### src/rtl/pc_ctrl.sv
// pc_ctrl: fetch-redirect and stall controller for the program counter.
// Arbitrates debug halt, trap entry, taken branch and pipeline stall, and
// drives registered jump/jump_addr/hold to the pc block plus an IF/ID flush.
module pc_ctrl #(
   parameter int unsigned          ADDR_W    = 32,
   parameter logic [ADDR_W-1:0]    RST_ADDR  = '0,
   parameter int unsigned          FLUSH_CYC = 2,
   parameter int unsigned          STALL_MAX = 255
) (
   input  logic              clk,
   input  logic              rst,
   input  logic              br_req,
   input  logic [ADDR_W-1:0] br_addr,
   input  logic              trap_req,
   input  logic [ADDR_W-1:0] trap_addr,
   input  logic              stall_req,
   input  logic              halt_req,
   output logic              jump,
   output logic [ADDR_W-1:0] jump_addr,
   output logic              hold,
   output logic              flush,
   output logic              trap_ack,
   output logic              halted,
   output logic              stall_timeout
);

   typedef enum logic [1:0] {
      RUN,
      FLUSH,
      HALT
   } state_t;

   localparam logic [2:0] FCNT_INIT = 3'(FLUSH_CYC - 1);
   localparam logic [7:0] SCNT_MAX  = 8'(STALL_MAX);
   localparam logic [7:0] SCNT_SAT  = 8'hFF;

   state_t            state, state_nxt;
   logic [2:0]        fcnt, fcnt_nxt;
   logic [7:0]        scnt, scnt_nxt, scnt_inc;
   logic              jump_nxt, hold_nxt, flush_nxt, trap_ack_nxt, halted_nxt;
   logic              stall_timeout_nxt;
   logic [ADDR_W-1:0] jump_addr_nxt;
   logic              stall_hold;

   // State, counters and all outputs are registered here.
   always_ff @(posedge clk or negedge rst) begin
      if (!rst) begin
         state         <= RUN;
         fcnt          <= '0;
         scnt          <= '0;
         jump          <= 1'b0;
         jump_addr     <= RST_ADDR;
         hold          <= 1'b0;
         flush         <= 1'b0;
         trap_ack      <= 1'b0;
         halted        <= 1'b0;
         stall_timeout <= 1'b0;
      end else begin
         state         <= state_nxt;
         fcnt          <= fcnt_nxt;
         scnt          <= scnt_nxt;
         jump          <= jump_nxt;
         jump_addr     <= jump_addr_nxt;
         hold          <= hold_nxt;
         flush         <= flush_nxt;
         trap_ack      <= trap_ack_nxt;
         halted        <= halted_nxt;
         stall_timeout <= stall_timeout_nxt;
      end
   end

   // Request arbitration (halt > trap > branch > stall) and next outputs.
   always_comb begin
      state_nxt     = state;
      fcnt_nxt      = fcnt;
      jump_nxt      = 1'b0;
      jump_addr_nxt = jump_addr;
      hold_nxt      = 1'b0;
      flush_nxt     = 1'b0;
      trap_ack_nxt  = 1'b0;
      halted_nxt    = 1'b0;
      stall_hold    = 1'b0;

      unique case (state)
         RUN: begin
            if (halt_req) begin
               state_nxt  = HALT;
               hold_nxt   = 1'b1;
               halted_nxt = 1'b1;
            end else if (trap_req) begin
               state_nxt     = FLUSH;
               fcnt_nxt      = FCNT_INIT;
               jump_nxt      = 1'b1;
               jump_addr_nxt = trap_addr;
               trap_ack_nxt  = 1'b1;
               flush_nxt     = 1'b1;
            end else if (br_req) begin
               state_nxt     = FLUSH;
               fcnt_nxt      = FCNT_INIT;
               jump_nxt      = 1'b1;
               jump_addr_nxt = br_addr;
               flush_nxt     = 1'b1;
            end else if (stall_req) begin
               hold_nxt   = 1'b1;
               stall_hold = 1'b1;
            end
         end
         FLUSH: begin
            // Every request is ignored here, including on the final cycle;
            // trap and halt are levels and get picked up once back in RUN.
            if (fcnt == '0) begin
               state_nxt = RUN;
            end else begin
               fcnt_nxt  = fcnt - 3'd1;
               flush_nxt = 1'b1;
            end
         end
         HALT: begin
            if (halt_req) begin
               hold_nxt   = 1'b1;
               halted_nxt = 1'b1;
            end else begin
               state_nxt = RUN;
            end
         end
         default: begin
            state_nxt = RUN;
         end
      endcase
   end

   // Stall watchdog: counts consecutive stall-driven holds, sticky timeout.
   always_comb begin
      scnt_inc          = (scnt == SCNT_SAT) ? scnt : scnt + 8'd1;
      scnt_nxt          = '0;
      stall_timeout_nxt = stall_timeout;
      if (stall_hold) begin
         scnt_nxt = scnt_inc;
         if ((scnt != SCNT_SAT) && (scnt_inc == SCNT_MAX)) begin
            stall_timeout_nxt = 1'b1;
         end
      end
   end

endmodule

### config.mk
export PLATFORM = sky130hd
export DESIGN_NAME = pc_ctrl
export DESIGN_NICKNAME = d
export VERILOG_FILES = /design/src/rtl/pc_ctrl.sv
export SDC_FILE = /design/constraint.sdc
export NUM_CORES = 1
export LEC_CHECK = 0
export CAP_MARGIN = 20
export CORE_ASPECT_RATIO = 0.6
export CORE_MARGIN = 2
export CORE_UTILIZATION = 44
export CTS_CLUSTER_DIAMETER = 80
export DETAILED_ROUTE_END_ITERATION = 8
export PLACE_DENSITY = 0.85
export SLEW_MARGIN = 0
export SYNTH_ARGS = -nofsm -noshare
export SYNTH_HDL_FRONTEND = slang
export SYNTH_SLANG_ARGS = --single-unit
export TNS_END_PERCENT = 1
### constraint.sdc
create_clock -name clk -period 4.9 [get_ports clk]
set_clock_uncertainty 0.1 [all_clocks]
set_input_delay 0.735 -clock clk [delete_from_list [all_inputs] [get_ports clk]]
set_output_delay 0.735 -clock clk [all_outputs]
set_load 0.02 [all_outputs]
==> run metrics, run 1 <==
Die ar. just under 6000 um2; switch share 36.4%; I/O Pins 108; dpl ws 2030 ps; Avg Cell Area, Syn 10.6 um2; Ant. Diodes 0; YS warnings 0; max cap viols 0; clock buffer count from CTS 5; Avg WL per Cell 13.9 um; layout cells sized above 1 6.17%; Post-DP Area between 3000 and 4000 um2; Die W 97.7 um; Tmin final 2550 ps; crit path kind input pin to register; FF+latch count, synth 51; nets 396; Reg clk slew, reported paths roughly 80 ps; IO buf count around 110; DRT Wirelength between 5 and 6 mm; switching power 624 uW; Post-Syn Area 2320 um2; final hold violations 0; post-DR vias/cell 4.99; hold depth 2; die height 60.2 um; Power per Cell Area 484 nW/um2; top_reg_cell synth dfrtp_1; Async SR Flop Fraction 100%; clock network power share roughly 15%; Post-synth EDFFs 0; largest net degree at the start of global routing 52; RePlAce Congestion 0.862; total core area 5080 um2; kind of cell adding the most delay to the critical path buffers and inverters; WP data required 4990 ps; Hold Buf Count CTS 0; routed vias 1,947; DRT iter0 DRCs 66; TritonRoute pass-1 iters 4; RSZ-0062 raised after global routing false; commonest non-fill, non-tap cell in the layout clkdlybuf4s50_1; Hold WC Path Type register to register; number of global-route vias before repair approximately 1,900; synth unique cells 31; sequential element share of the synthesized area 55.0%; Clock Tree Buf Depth 2; Flop pwr share 39.2%; max-slew violations 0; post-CTS setup buffer count 0; WP buf/inv 2; clock latency on the worst-skew pair 300 ps; design internal power 1090 uW; Worst Max-Slew Pin Slew 996 ps; CP peak stage delay 630 ps; slowest CP cell o21ai_4; Peak VDD IR 269 uV; Lkg Pwr 0.00160 uW; status completed; Root Buffer clkbuf_8; initial antenna violation count 0; reg2reg path depth 5; DPL Wire Length about 4.1 mm; initial core utilization between 40 and 50%; CP max FO between 40 and 50; Critical Path End Type register; final worst slack 2350 ps; Layout area overhead 52.6%; Yosys top cell area share a little under three fifths; clk sinks 51; Syn Inst Count between 200 and 250; worst path cell trace buf_2 -> o21ai_4 -> buf_4 -> nand2_1 -> mux2_2; TritonCTS clock tree yes; first-pass GRT wire length 8.99 mm; period utilization 52.1%; DRT antenna net count 0; overall routing resource usage between 10% and 20%; # setup viols final 0; Worst slew margin 33.6%; final instance area 3540 um2; Layout Utilization around 70%; DRC Markers 0; Logic pwr share a little under half; cell row count 20; Worst Path Arrival between 2000 and 3000 ps; H-tree level count 2; global route overflow 0; critical path depth 5; FMAX roughly 400 MHz; setup TNS 0 ps; setup slack, reg-to-reg 2990 ps; leading area contributor after synthesis dfrtp_1; startpoint types input pin; Synthesized Nets 291; most frequent cells in the layout 105 x clkdlybuf4s50_1, 51 x dfrtp_1, 36 x nand2_1; largest cells by area after synthesis dfrtp_1 55%, mux2i_1 15%, o21ai_0 6.0%, nand2_1 5.8%, buf_2 1.7%; Post-CTS Resized 0
==> per-stage QoR <==
step,power (uW),cells,hold WS (ps)
finish,1710,390,382
global placement,1450,382,362
global route,1830,390,404
CTS,1730,390,389
detailed placement,1470,382,366
floorplan,1040,218,339
==> path summary, 6_finish.rpt <==
kind                         startpoint            end
min in group asynchronous           rst  jump_addr[29]
hold reg to reg            jump_addr[4]   jump_addr[4]
setup / recovery               trap_req        fcnt[0]
hold / removal             jump_addr[4]   jump_addr[4]
max in group asynchronous           rst   jump_addr[0]
setup reg to reg               state[0]        fcnt[1]
==> final cells by class <==
class	count	area, um2
Tap cell	66	82.6
Fill cell	402	1540
Sequential cell	51	1280
Clock buffer	8	100
Multi-Input combinational cell	152	987
Inverter	4	15.0
Timing Repair Buffer	109	1080
==> routing by layer <==
layer	global-route usage, %	vias up	wire length [um]
li1	-	958	-
met1	24.3	909	2360
met2	31.7	70	2420
met3	9.01	10	555
met4	6.75	0	92
met5	0	-	0
==> sequential cells by signal (all words and copies together) (netlist names) <==
name           flops
jump_addr         32
scnt               8
stall_timeout      1
fcnt               3
hold               1
state              2
jump               1
trap_ack           1
halted             1
flush              1
==> cell families after synthesis <==
group                    count (synthesis)  synth area share [%]
AND/OR/NAND/NOR                         65                  13.2
XOR/XNOR                                 6                  2.27
buffers and inverters                   15                  2.86
multiplexers                            35                  15.2
flip-flops                              51                  55.0
AO/OA/AOI/OAI                           43                  9.88
adder cells (fa/ha/maj)                  3                  1.62
==> synthesized netlist by cell type (3+ instances only) <==
cell,number
clkbuf_1,3
o21ai_1,6
a21oi_1,4
xor2_1,4
buf_2,8
mux2i_1,34
o21ai_0,28
nor2_1,10
dfrtp_1,51
nand2_1,36
nand3_1,5
inv_1,4
ha_1,3
==> power groups by stage <==
stage / sequential (uW) / combinational, uW / clock [uW]
global placement: 675 / 771 / 0
global route: 694 / 849 / 284
finish: 671 / 782 / 260
floorplan: 852 / 191 / 0
CTS: 672 / 793 / 267
detailed placement: 678 / 790 / 0
==> worst reg2reg max path: stages, from the launching register on <==
cell     delay [ps]
dfrtp_1         450
nor3_2          400
o21ai_4         260
buf_4           350
inv_1           150
o22ai_1          80
No activity file was read; power rests on OpenSTA's default activity.
==> run 2: changes to the inputs <==
CORE_UTILIZATION = 41   (was 44)
PLACE_DENSITY = 0.8   (was 0.85)
clock period = 2.7 ns   (was 4.9 ns; I/O delays follow)
==> run 2 against run 1 <==
  * Clock-buffer cell count shrank 1
  * Via count shrank 0.87%
  * Global-route usage shrank 2.5 points
  * Total power grew 78%
  * Sequential power grew 80%
  * Non-clock buffer count grew 4
  * Utilization shrank 5.0 points
  * Hold slack lost 0.62 ps
  * Combinational power grew 83%
  * Sequential share of layout area shrank 0.30 points
  * Critical endpoint is now jump_addr[30]
  * Largest power group unchanged
==> run metrics, run 2 (same netlist as run 1, synthesis figures left out) <==
largest registers jump_addr (32), scnt (8), fcnt (3); clk sinks 51; clock buffer count from CTS 5; period utilization between 60% and 70%; Lkg Pwr 0.00161 uW; DRT Wirelength around 5.3 mm; die height 62.3 um; startpoint types register; Die ar. between 6000 and 7000 um2; Power per Cell Area 857 nW/um2; DPL Wire Length 4.18 mm; Avg WL per Cell roughly 13 um; Reg2Reg Capture Point scnt[1]; Worst slew margin 62.7%; post-CTS setup buffer count 0; nets 400; IO buf count 107; Flop pwr share 39.6%; setup slack, reg-to-reg about 900 ps; layout cells sized above 1 about 6.7%; Clock Tree Buf Depth 2; kind of cell adding the most delay to the critical path buffers and inverters; DRC Markers 0; reg2reg path depth 5; RePlAce Congestion between 0.8 and 0.9; FMAX roughly 550 MHz; DRT antenna net count 0; DRT iter0 DRCs 51; Post-CTS Resized 0; TritonRoute pass-1 iters 4; fillers between 400 and 500; max reg flops 32; first-pass GRT wire length 8.65 mm; Worst Max-Slew Pin Slew around 560 ps; clock latency on the worst-skew pair 300 ps; switch share a little over a third; critical path depth 1; register name with the most flops jump_addr; CP max FO 2; largest net degree at the start of global routing 41; status completed; Layout area overhead 53.9%; overall routing resource usage approximately 17%; post-DR vias/cell 4.86; RSZ-0062 raised after global routing false; Hold Worst Slack 381 ps; slowest CP cell clkdlybuf4s50_1; most frequent cells in the layout 105 x clkdlybuf4s50_1, 51 x dfrtp_1, 36 x nand2_1; number of global-route vias before repair 1,914; RR Startpoint scnt[0]; H-tree level count 2; crit path kind register to output port; Worst setup startpoint jump_addr[30]; max-slew violations 0; total core area 5520 um2; min-delay src stall_timeout; routed vias between 1,500 and 2,000; worst path cell trace clkdlybuf4s50_1; Hold WC Path Type register to register; # setup viols final 0; CP peak stage delay 640 ps; I/O Pins 108; design internal power 1940 uW; Die W 101 um; CP endpoint jump_addr[30]; Root Buffer clkbuf_8; Logic pwr share 46.7%; Hold Buf Count CTS 1; WP buf/inv 1; initial core utilization 42.0%; Peak VDD IR ~410 uV; cell row count 21; commonest non-fill, non-tap cell in the layout clkdlybuf4s50_1; setup TNS 0 ps; global route overflow 0; TritonCTS clock tree yes; clock network power share 13.7%; switching power 1120 uW; max cap viols 0; initial antenna violation count 0; final hold violations 0; Worst Path Arrival 1300 ps; Reg clk slew, reported paths 90 ps; Ant. Diodes 0; WP data required between 2000 and 2500 ps; Critical Path End Type output port; Tmin final roughly 1800 ps
run 2: changes by cell type in the layout (fill, tap and decap cells not counted), sizes merged:
cell         previous run  this run
buf                     4         7
clkbuf                  8         7
clkinv                  0         1
dlygate4sd3             0         1
run 2: cell type report:
type	instances	area [um2]	share of cell area [%]
Timing Repair Buffer	113	1120	31.4
Inverter	4	15.0	0.421
Tap cell	69	86.3	2.42
Clock buffer	7	76.3	2.14
Clock inverter	1	5.00	0.140
Multi-Input combinational cell	152	987	27.7
Sequential cell	51	1280	35.8
run 2: metal layers:
layer  up-vias  wire, um  global-route usage, %
met5         -         0                      0
met4         0        19                   3.55
met3         2       551                   7.09
met2        70      2480                   28.3
met1       892      2300                   21.7
li1        966         -                      -
run 2: power by group through the flow:
stage          Combinational [uW]  Sequential, uW  Clock (uW)
2_1_floorplan                 346            1550           0
3_3_place_gp                 1420            1210           0
3_5_place_dp                 1450            1230           0
4_1_cts                      1450            1210         431
5_1_grt                      1550            1250         462
6_report                     1430            1210         419
run 2: worst min path at each step:
stage / end / depth (start not counted)
after floorplan: fcnt[0] / 0
after global placement: fcnt[1] / 1
after detailed placement: jump / 1
after CTS: stall_timeout / 1
after global routing: jump_addr[6] / 2
final: stall_timeout / 1
run 2: per-stage QoR:
stage                     std cells  utilization [%]  setup slack, ps  cell area (um2)  total power, uW
final                           397             64.6              895             3570             3060
after global routing            397             64.6              706             3570             3270
after CTS                       397             64.6              878             3570             3100
after detailed placement        388             63.0              584             3480             2680
after global placement          388             63.0              632             3480             2630
after floorplan                 218                -             1030             2320             1890
==> run 3: changes to the inputs <==
clock period = 1.8 ns   (was 2.7 ns; I/O delays follow)
==> run 3 against run 2 <==
  * Hold slack got worse by 170 ps
  * Die area is the same
  * Highest routed layer unchanged
  * Clock-buffer cell count fell by 1
  * Sequential power grew 50%
  * Critical endpoint is now stall_timeout
  * Utilization is 2.1 points higher
==> run metrics, run 3 (same netlist as run 1, synthesis figures left out) <==
Die W 101 um; routed vias 1,973; max-slew violations 0; CP endpoint stall_timeout; reg2reg path depth 5; Worst Max-Slew Pin Slew 330 ps; Root Buffer clkbuf_8; nets roughly 400; final hold violations 0; global route overflow 0; Worst setup startpoint scnt[0]; Tmin final 1730 ps; DRT antenna net count 0; worst path cell trace ha_2 -> xnor2_1 -> or4b_4 -> nor3_4 -> a41o_1; layout cells sized above 1 a little under 9%; number of global-route vias before repair 2,017; Layout area overhead 58.9%; setup slack, reg-to-reg around 67 ps; # setup viols final 0; I/O Pins 108; initial antenna violation count 0; clock latency on the worst-skew pair 300 ps; overall routing resource usage between 10% and 20%; first-pass GRT wire length 9.14 mm; most frequent cells in the layout 105 x clkdlybuf4s50_1, 50 x dfrtp_1, 36 x nand2_1; max cap viols 0; startpoint types register; Reg2Reg Capture Point stall_timeout; initial core utilization around 42%; Power per Cell Area 1330 nW/um2; largest net degree at the start of global routing 47; WP data required 1930 ps; DRC Markers 0; RR Startpoint scnt[0]; status completed; period utilization roughly 96%; DRT Wirelength 5.57 mm; Ant. Diodes 0; Reg clk slew, reported paths 100 ps; TritonCTS clock tree yes; Avg WL per Cell around 14 um; hold depth 2; dpl cells 391; RePlAce Congestion 0.843; FMAX a little under 600 MHz; CP max FO 3; CP peak stage delay 500 ps; commonest non-fill, non-tap cell in the layout clkdlybuf4s50_1; Worst Path Arrival between 1500 and 2000 ps; Peak VDD IR 698 uV; DPL Wire Length 4.30 mm; post-DR vias/cell 4.92; Lkg Pwr 0.00168 uW; max reg flops 32; slowest CP cell or4b_4; largest registers jump_addr (32), scnt (8), fcnt (3); RSZ-0062 raised after global routing false; H-tree level count 2; Worst slew margin slightly below 80%; Hold WC Path Type input pin to register; register name with the most flops jump_addr; cell row count 21; fillers 446; Die ar. 6290 um2; DRT iter0 DRCs 61; total core area between 5000 and 6000 um2; setup TNS 0 ps; Hold Worst Slack 213 ps; die height 62.3 um; clk sinks 51; clock buffer count from CTS 5; IO buf count 107; Clock Tree Buf Depth 2; TritonRoute pass-1 iters 5; Critical Path End Type register; crit path kind register to register; fin cells 401
[run 3: worst min-delay path by stage]
stage                         from  endpoint  slack, ps
after floorplan                rst   fcnt[0]       -130
after global placement         rst      jump         60
after detailed placement       rst      jump         60
after CTS                 trap_req  trap_ack        210
after global routing      trap_req  trap_ack        210
final                     trap_req  trap_ack        210
[run 3: report_power, final]
group	internal, uW	switching (uW)	total [uW]
sequential	1580	237	1820
combinational	1060	1100	2170
clock	556	363	918
[run 3: through the flow]
step	worst slack, ps	cell area, um2	total power (uW)	util, %
6_report	66.6	3680	4910	66.8
3_5_place_dp	-29.5	3520	4040	63.9
4_1_cts	25.0	3670	4970	66.4
5_1_grt	1.22	3680	5220	66.8
3_3_place_gp	77.9	3520	3960	63.9
2_1_floorplan	134	2320	2840	-
[run 3: cell type report]
type / instances / area [um2] / share of cell area [%]
Sequential cell: 51 / 1280 / 34.7
Timing Repair Buffer: 117 / 1180 / 31.9
Multi-Input combinational cell: 152 / 996 / 27.0
Tap cell: 69 / 86.3 / 2.34
Clock buffer: 6 / 72.6 / 1.97
Clock inverter: 2 / 60.1 / 1.63
Inverter: 4 / 15.0 / 0.408
[run 3: critical path, delay by kind of cell (launching register included)]
kind                       cells  cell delay, ps
DFF                            1             440
adders and majority gates      1             200
AOI/OAI and AO/OA              1             180
and+or+nand+nor                2             620
xor gates and xnor gates       1             140
[run 3: timing repair]
| item | CTS | global route |
|---|---|---|
| buffers inserted | 0 | 1 |
| endpoints found under the hold margin | 10 | 0 |
| setup endpoints to repair | 0 | 2 |
| hold buffers | 1 | 0 |
| gates resized for setup | 0 | 3 |
[run 3: per-layer routing]
metal  wire length (um)  track usage (%)  vias up
li1                   -                -      976
met1               2380             22.9      912
met2               2570             30.5       79
met3                574             6.76        6
met4                 50             3.55        0
met5                  0                0        -
